**src/rtl/fetch_unit_pkg.sv**
```systemverilog
// Shared fetch/cache constants and the fetch FSM state encoding.
package fetch_unit_pkg;

    localparam int unsigned DATA_WIDTH = 39;
    localparam int unsigned ADDR_WIDTH = 6;

    typedef enum logic [1:0] {
        ST_IDLE = 2'd0,
        ST_RUN  = 2'd1,
        ST_HALT = 2'd2
    } fetch_state_e;

endpackage

```
**src/rtl/fetch_pc.sv**
```systemverilog
// Program counter register: synchronous reset, load-target and modulo increment.
module fetch_pc #(
    parameter int unsigned ADDR_WIDTH = fetch_unit_pkg::ADDR_WIDTH,
    parameter int unsigned RESET_PC   = 0
) (
    input  logic                  clk_i,
    input  logic                  rst_i,
    input  logic                  load_en_i,
    input  logic [ADDR_WIDTH-1:0] load_pc_i,
    input  logic                  inc_en_i,
    output logic [ADDR_WIDTH-1:0] pc_o
);

    logic [ADDR_WIDTH-1:0] pc_q;
    logic [ADDR_WIDTH-1:0] pc_d;

    // Load wins over increment; increment wraps naturally at the address width.
    always_comb begin
        pc_d = pc_q;
        if (load_en_i) begin
            pc_d = load_pc_i;
        end else if (inc_en_i) begin
            pc_d = pc_q + ADDR_WIDTH'(1);
        end
    end

    always_ff @(posedge clk_i) begin
        if (rst_i) begin
            pc_q <= ADDR_WIDTH'(RESET_PC);
        end else begin
            pc_q <= pc_d;
        end
    end

    assign pc_o = pc_q;

endmodule

```
**src/rtl/fetch_unit.sv**
```systemverilog
// Instruction-fetch stage: PC, instruction register and valid/ready handoff to decode,
// with branch redirect/flush and a sticky halt.
module fetch_unit #(
    parameter int unsigned DATA_WIDTH = fetch_unit_pkg::DATA_WIDTH,
    parameter int unsigned ADDR_WIDTH = fetch_unit_pkg::ADDR_WIDTH,
    parameter int unsigned RESET_PC   = 0
) (
    input  logic                  Clk,
    input  logic                  Rst,
    input  logic                  start,
    output logic [ADDR_WIDTH-1:0] addr,
    input  logic [DATA_WIDTH-1:0] Instruction,
    output logic [DATA_WIDTH-1:0] ir,
    output logic [ADDR_WIDTH-1:0] ir_pc,
    output logic                  ir_valid,
    input  logic                  ir_ready,
    input  logic                  redirect,
    input  logic [ADDR_WIDTH-1:0] redirect_pc,
    input  logic                  halt,
    output logic                  halted
);

    import fetch_unit_pkg::*;

    fetch_state_e          state_q;
    logic [DATA_WIDTH-1:0] ir_q;
    logic [ADDR_WIDTH-1:0] ir_pc_q;
    logic                  ir_valid_q;
    logic                  halted_q;
    logic [ADDR_WIDTH-1:0] pc;
    logic                  pc_load;
    logic                  pc_inc;

    // RUN-state priority: halt, then redirect, then load when the IR slot is free.
    assign pc_load = (state_q == ST_RUN) && !halt && redirect;
    assign pc_inc  = (state_q == ST_RUN) && !halt && !redirect && (!ir_valid_q || ir_ready);

    fetch_pc #(
        .ADDR_WIDTH (ADDR_WIDTH),
        .RESET_PC   (RESET_PC)
    ) u_pc (
        .clk_i     (Clk),
        .rst_i     (Rst),
        .load_en_i (pc_load),
        .load_pc_i (redirect_pc),
        .inc_en_i  (pc_inc),
        .pc_o      (pc)
    );

    always_ff @(posedge Clk) begin
        if (Rst) begin
            state_q    <= ST_IDLE;
            ir_q       <= '0;
            ir_pc_q    <= '0;
            ir_valid_q <= 1'b0;
            halted_q   <= 1'b0;
        end else begin
            case (state_q)
                ST_IDLE: begin
                    ir_valid_q <= 1'b0;
                    if (start) begin
                        state_q <= ST_RUN;
                    end
                end
                ST_RUN: begin
                    if (halt) begin
                        state_q    <= ST_HALT;
                        ir_valid_q <= 1'b0;
                        halted_q   <= 1'b1;
                    end else if (redirect) begin
                        ir_valid_q <= 1'b0;
                    end else if (pc_inc) begin
                        ir_q       <= Instruction;
                        ir_pc_q    <= pc;
                        ir_valid_q <= 1'b1;
                    end
                end
                ST_HALT: begin
                    ir_valid_q <= 1'b0;
                    halted_q   <= 1'b1;
                end
                default: begin
                    state_q    <= ST_IDLE;
                    ir_valid_q <= 1'b0;
                end
            endcase
        end
    end

    assign addr     = pc;
    assign ir       = ir_q;
    assign ir_pc    = ir_pc_q;
    assign ir_valid = ir_valid_q;
    assign halted   = halted_q;

endmodule
```
**config.mk**
```make
export PLATFORM = sky130hd
export DESIGN_NAME = fetch_unit
export DESIGN_NICKNAME = d
export VERILOG_FILES = /design/src/rtl/fetch_unit_pkg.sv /design/src/rtl/fetch_pc.sv /design/src/rtl/fetch_unit.sv
export SDC_FILE = /design/constraint.sdc
export NUM_CORES = 1
export LEC_CHECK = 0
export ABC_AREA = 1
export BUFFER_PORTS_ARGS = -buffer_cell sky130_fd_sc_hd__buf_4
export CORE_AREA = 3 3 104 56
export DETAILED_ROUTE_END_ITERATION = 6
export DIE_AREA = 0 0 107 59
export GPL_ROUTABILITY_DRIVEN = 0
export PLACE_DENSITY_LB_ADDON = 0.25
export SLEW_MARGIN = 20
export SYNTH_ARGS = -nofsm -noshare
export SYNTH_HDL_FRONTEND = slang
export SYNTH_SLANG_ARGS = --single-unit
```
**constraint.sdc**
```tcl
create_clock -name Clk -period 1.53 [get_ports Clk]
set_input_delay 0.0765 -clock Clk [delete_from_list [all_inputs] [get_ports Clk]]
set_output_delay 0.0765 -clock Clk [all_outputs]
set_load 0.05 [all_outputs]
```
======== Word-level counts from Yosys, hierarchy flattened ========
Cells that the tools add are included.
storage, ports and cells
  output and inout bits ................... 53
  input bits .............................. 51
  bits in registers ....................... 55
cells by class
  $add $sub $neg .......................... 1
  eq/ne operators ......................... 4
  mux-type cells .......................... 7
  reductions and logical operators ........ 15
  bitwise logic cells ..................... 4
operator list
  cell                                                                    count
  6-bit 2-to-1 mux                                                        2
  6-bit by 1-bit adder with 6-bit output (second input constant)          1
  2-bit one-hot mux with 3 select lines                                   1
  1-bit logical AND                                                       4
  2-bit 2-to-1 mux                                                        2
  2-bit inequality test (second input constant)                           2
  1-bit NOT                                                               4
  4-bit AND reduction                                                     1
  2-bit nonzero test                                                      2
  4-bit OR reduction                                                      1
  1-bit zero test                                                         3
  3-bit AND reduction                                                     1
  2-bit by 1-bit equality test with 1-bit output (second input constant)  1
  2-bit equality test (second input constant)                             1
  2-bit zero test                                                         1
  1-bit one-hot mux with 2 select lines                                   1
  2-bit AND reduction                                                     1
  1-bit logical OR                                                        1
  1-bit 2-to-1 mux                                                        1

======== Longest topological paths before layout ========
  word-level depth ........................ 6
  depth in mapped cells ................... 8
  mapped depth without buffers ............ 8

======== By module ========
From an unflattened synthesis, not the netlist that was laid out.
second synthesis, totals
  cells, all modules ...................... 368
  area total of the unflattened synthesis .. 2529.9 um^2
by module, submodules not included
  module      times used  cells an instance  area an instance (um^2)  sequential area each (um^2)
  fetch_unit  1           318                2187.1                   980.9
  fetch_pc    1           50                 342.8                    120.1

======== Worst setup path before layout ========
OpenSTA, ideal clock, no wires.
  path type ............................... reg-to-reg
  from .................................... register ir_valid_q, in the netlist ir_valid
  to ...................................... register u_pc.pc_q[4], in the netlist u_pc.pc_o[4]
  path buffers ............................ 1
  stages on the path, launching flop included .. 6
  arrival ................................. 1.416 ns
  path slack .............................. 0.036 ns
  path through ............................ dfxtp_1 -> nand2_1 -> nand3_4 -> buf_6 -> nor2_1 -> nor3_1
on the way
  longest elaborated chain between the ends .. 4
ends and longest elaborated chain
  item                          RTL line          source
  start, declared               fetch_unit.sv:28  logic ir_valid_q;
  start signal, assigned        fetch_unit.sv:55  ir_valid_q <= 1'b0;
  start signal, assigned        fetch_unit.sv:60  ir_valid_q <= 1'b0;
  start signal, assigned        fetch_unit.sv:68  ir_valid_q <= 1'b0;
  1-bit zero test               fetch_unit.sv:36  assign pc_inc = (state_q == ST_RUN) && !halt && !redirect && (!ir_valid_q || ir_ready);
  1-bit logical OR              fetch_unit.sv:36
  1-bit logical AND             fetch_unit.sv:36
  2-bit nonzero test (no line)  -
  end signal, assigned          fetch_pc.sv:29    pc_q <= ADDR_WIDTH'(RESET_PC);
  end signal, assigned          fetch_pc.sv:31    pc_q <= pc_d;
  end, declared                 fetch_pc.sv:14    logic [ADDR_WIDTH-1:0] pc_q;
No other way between the ends.
A chain may end at the register's enable or synchronous reset.

======== Worst setup path in the final report ========
  from .................................... register state_q[0]
  to ...................................... register ir_q[32], in the netlist ir[32]
on the way
  longest elaborated chain between the ends .. 5
ends and longest elaborated chain
  item                                                RTL line                            source
  start, declared                                     fetch_unit.sv:25                    fetch_state_e state_q;
  start signal, assigned                              fetch_unit.sv:52                    state_q <= ST_IDLE;
  start signal, assigned                              fetch_unit.sv:62                    state_q <= ST_RUN;
  start signal, assigned                              fetch_unit.sv:67                    state_q <= ST_HALT;
  2-bit by 1-bit equality test with 1-bit output (*)  fetch_unit.sv:36, fetch_unit.sv:58
  1-bit logical AND (3 in a row)                      fetch_unit.sv:36
  4-bit AND reduction (no line) (*)                   -
  end signal, assigned                                fetch_unit.sv:73                    ir_q <= Instruction;
  end, declared                                       fetch_unit.sv:26                    logic [DATA_WIDTH-1:0] ir_q;
Every way passes the cells marked *; elsewhere a longest branch is shown, timed or not.

==> impl_metrics.toml <==
[synthesis]
post-synth-top-area-cell = "dfxtp_1"
synth_fa_ha_area_share_pct = 0.552
synth_mux_area_share_pct = 0
yosys.area.top_type_share_pct = 48.5
synthesis.area_mm2 = 0.00227
yosys.area_share.xor_xnor_pct = 0.386
ys_seq_elements = 55
synth_area_leaders = "dfxtp_1 (49%), a21oi_1 (10%), inv_1 (9.3%), o21ai_1 (7.1%), o21ai_2 (5.4%)"
seq_area_frac_synth_pct = 48.5
synth_compound_area_share_pct = 24.8
yosys_warnings = 0
synthSimpleGateAreaFrac_pct = 10.3
syn_avg_cell_area_um2 = 8.16
synth_top_family_by_area = "compound AO/OA/AOI/OAI gates"
synth_fp_nets = 330
syn_inst = 278
synth_cell_type_count = 24

[pwr]
p_sw_uw = 841
pwr-share-comb_pct = 20.5
cellInternalPower_uw = 2040
leakage_uw = 0.00139
power_frac_seq_pct = 53.3
p_per_area_mw_per_mm2 = 920
vdd_ir_drop_max_mv = 0.467
p_sw_share_pct = 29.2
clkPwrFrac_pct = 26.2

[final_layout]
antennaDiodeCount = 0
final_cell_count_no_fill = 449
nFillCells = 448
finish.utilization_pct = 63.4
layout_common_cells = "buf_4 (106), inv_1 (56), dfxtp_1 (55)"
area_growth_pct = 37.9
layout-drive-gt1-share_pct = 35.9
final_common_cell = "buf_4"
final_nets = 430

[global_routing]
grt_max_degree = 54
grt.total_usage_pct = 16.6
grt_pass1_vias = 1980
antenna_found_initial = 0
grt_pass1_wl_mm = 8.45
gr-total-overflow = 0

[timing]
relSlewSlack_pct = 73.6
finalWorstPathRequiredPeriod_ns = 1.39
setup_violations = 0
fmax_mhz = 717
finalCritPeriodShare_pct = 91.1
final_max_slew_viol_count = 0
finalHoldViolCount = 0
fin_ws_ns = 0.136
rsz0062_at_grt = "no"
skew_ns = 0.00358
fin_setup_tns_ns = 0
worstMarginPinSlew_ns = 0.396

[worst_setup_path]
cp_num_buf_inv = 1
path_delay_family = "flip-flops"
worst-setup-path-type = "flop to flop"
cp_data_required_time_ns = 1.71
max_stage_delay_ns = 0.44
crit_arrival_ns = 1.57
worst_path_max_delay_cell = "dfxtp_1"
path_cells = "nand2_2 -> nor2_4 -> nand3_4 -> buf_4 -> o21ai_1 -> a21oi_1"
critical_path.max_fanout = 38
end_kind = "flop"
startpoint_type = "flop"

[route]
avgRoutedWirePerCell_um = 11.8
wirelength_mm = 5.30
vias_per_cell = 4.67
highest_layer = "met4"
wl_met2_mm = 2.65
route.met3.wl_um = 317
wirelength_met1_mm = 2.30
antenna_left = 0
drc = 0
drt_iter0_drc = 124
vias = 2099
drtPass1Iterations = 5

[cts]
cts_buffers = 5
clk_transition_reported_paths_ns = 0.09
clockRootBuffer = "clkbuf_8"
cts-hold-fix-buffers = 1
cts_max_path_buffers = 2
cts_tree = "yes"
clock_latency_ns = 0.30
cts_resized = 0
cts_max_level = 2
clkSinkCount = 55
cts_setup_buffers = 0

[floorplanning]
die_w_um = 107
fp.dieH_um = 59
row_count = 18
core_region_area_mm2 = 0.00493
die-area_mm2 = 0.00631
io_pins = 104
initial_core_util_pct = 46.0

[place]
place_inst = 440
dp_hpwl_mm = 3.99
numPortBuffers = 103
place_ws_ns = 0.175

[min_path]
min_path_type = "input pin to flop"

[outcome]
status = "complete, no violations"

[run]
max-cap-violations = 0
cell type report:
type / instances / area [um2] / area share, %
tap: 70 / 87.6 / 2.80
clock inverter: 1 / 5.00 / 0.160
multi-input combinational: 150 / 816 / 26.1
clock buffer: 7 / 76.3 / 2.44
inverter: 58 / 218 / 6.96
timing repair buffer: 108 / 826 / 26.4
sequential: 55 / 1100 / 35.2
cell usage after synthesis, drive strengths merged:
library cell  number
a21oi             49
buf               13
clkbuf             2
dfxtp             55
ha                 1
inv               58
nand2             20
nand3             11
nand4              3
nor2              12
nor3               2
o21ai             49
o21bai             1
or2                1
xnor2              1
through the flow:
step                power, uW  hold WS [ns]  instance area (um2)
finish                   2880        0.0154                 3130
global route             3020        0.0107                 3130
CTS                      2920       0.00671                 3130
detailed placement       2160         0.290                 3040
global placement         2140         0.288                 3040
floorplan                1940         0.155                 2270
cell families after synthesis:
family	count (synthesis)
fa+ha+maj	1
buf+inv	73
simple gates	49
xor+xnor	1
flops	55
compound gates	99
worst reg2reg max path, stage by stage, from the launching register on:
cell	delay [ns]
dfxtp_1	0.44
nand2_2	0.09
nor2_4	0.14
nand3_4	0.10
buf_4	0.26
o21ai_1	0.19
a21oi_1	0.05
worst paths after layout:
path                            cells past startpoint  slack [ns]                     from                      end
worst max register to register                      6        0.14  state_q[0]$_SDFFE_PP0P_      ir[32]$_SDFFE_PP0P_
worst min-delay path                                2        0.02                      Rst  state_q[1]$_SDFFE_PP0P_
worst min register to register                      2        0.45    ir_pc[4]$_SDFFE_PP0P_    ir_pc[4]$_SDFFE_PP0P_
worst max-delay path                                6        0.14  state_q[0]$_SDFFE_PP0P_      ir[32]$_SDFFE_PP0P_
power groups by stage:
stage	clock [uW]	combinational, uW	sequential [uW]
after CTS	793	594	1530
final	756	589	1530
after floorplan	0	180	1760
after detailed placement	0	590	1570
after global placement	0	580	1560
after global routing	845	633	1540
sequential cells by signal, indices dropped and copies added, names as in the netlist:
| name | count |
|---|---|
| halted | 1 |
| ir | 39 |
| ir_pc | 6 |
| ir_valid | 1 |
| state_q | 2 |
| u_pc.pc_o | 6 |
metal layers:
metal / track usage [%] / vias up
met5: 0 / -
met4: 4.55 / 0
met3: 3.59 / 2
met2: 30.8 / 60
met1: 20.0 / 948
li1: - / 1089
(Power assumes the default switching activity.)
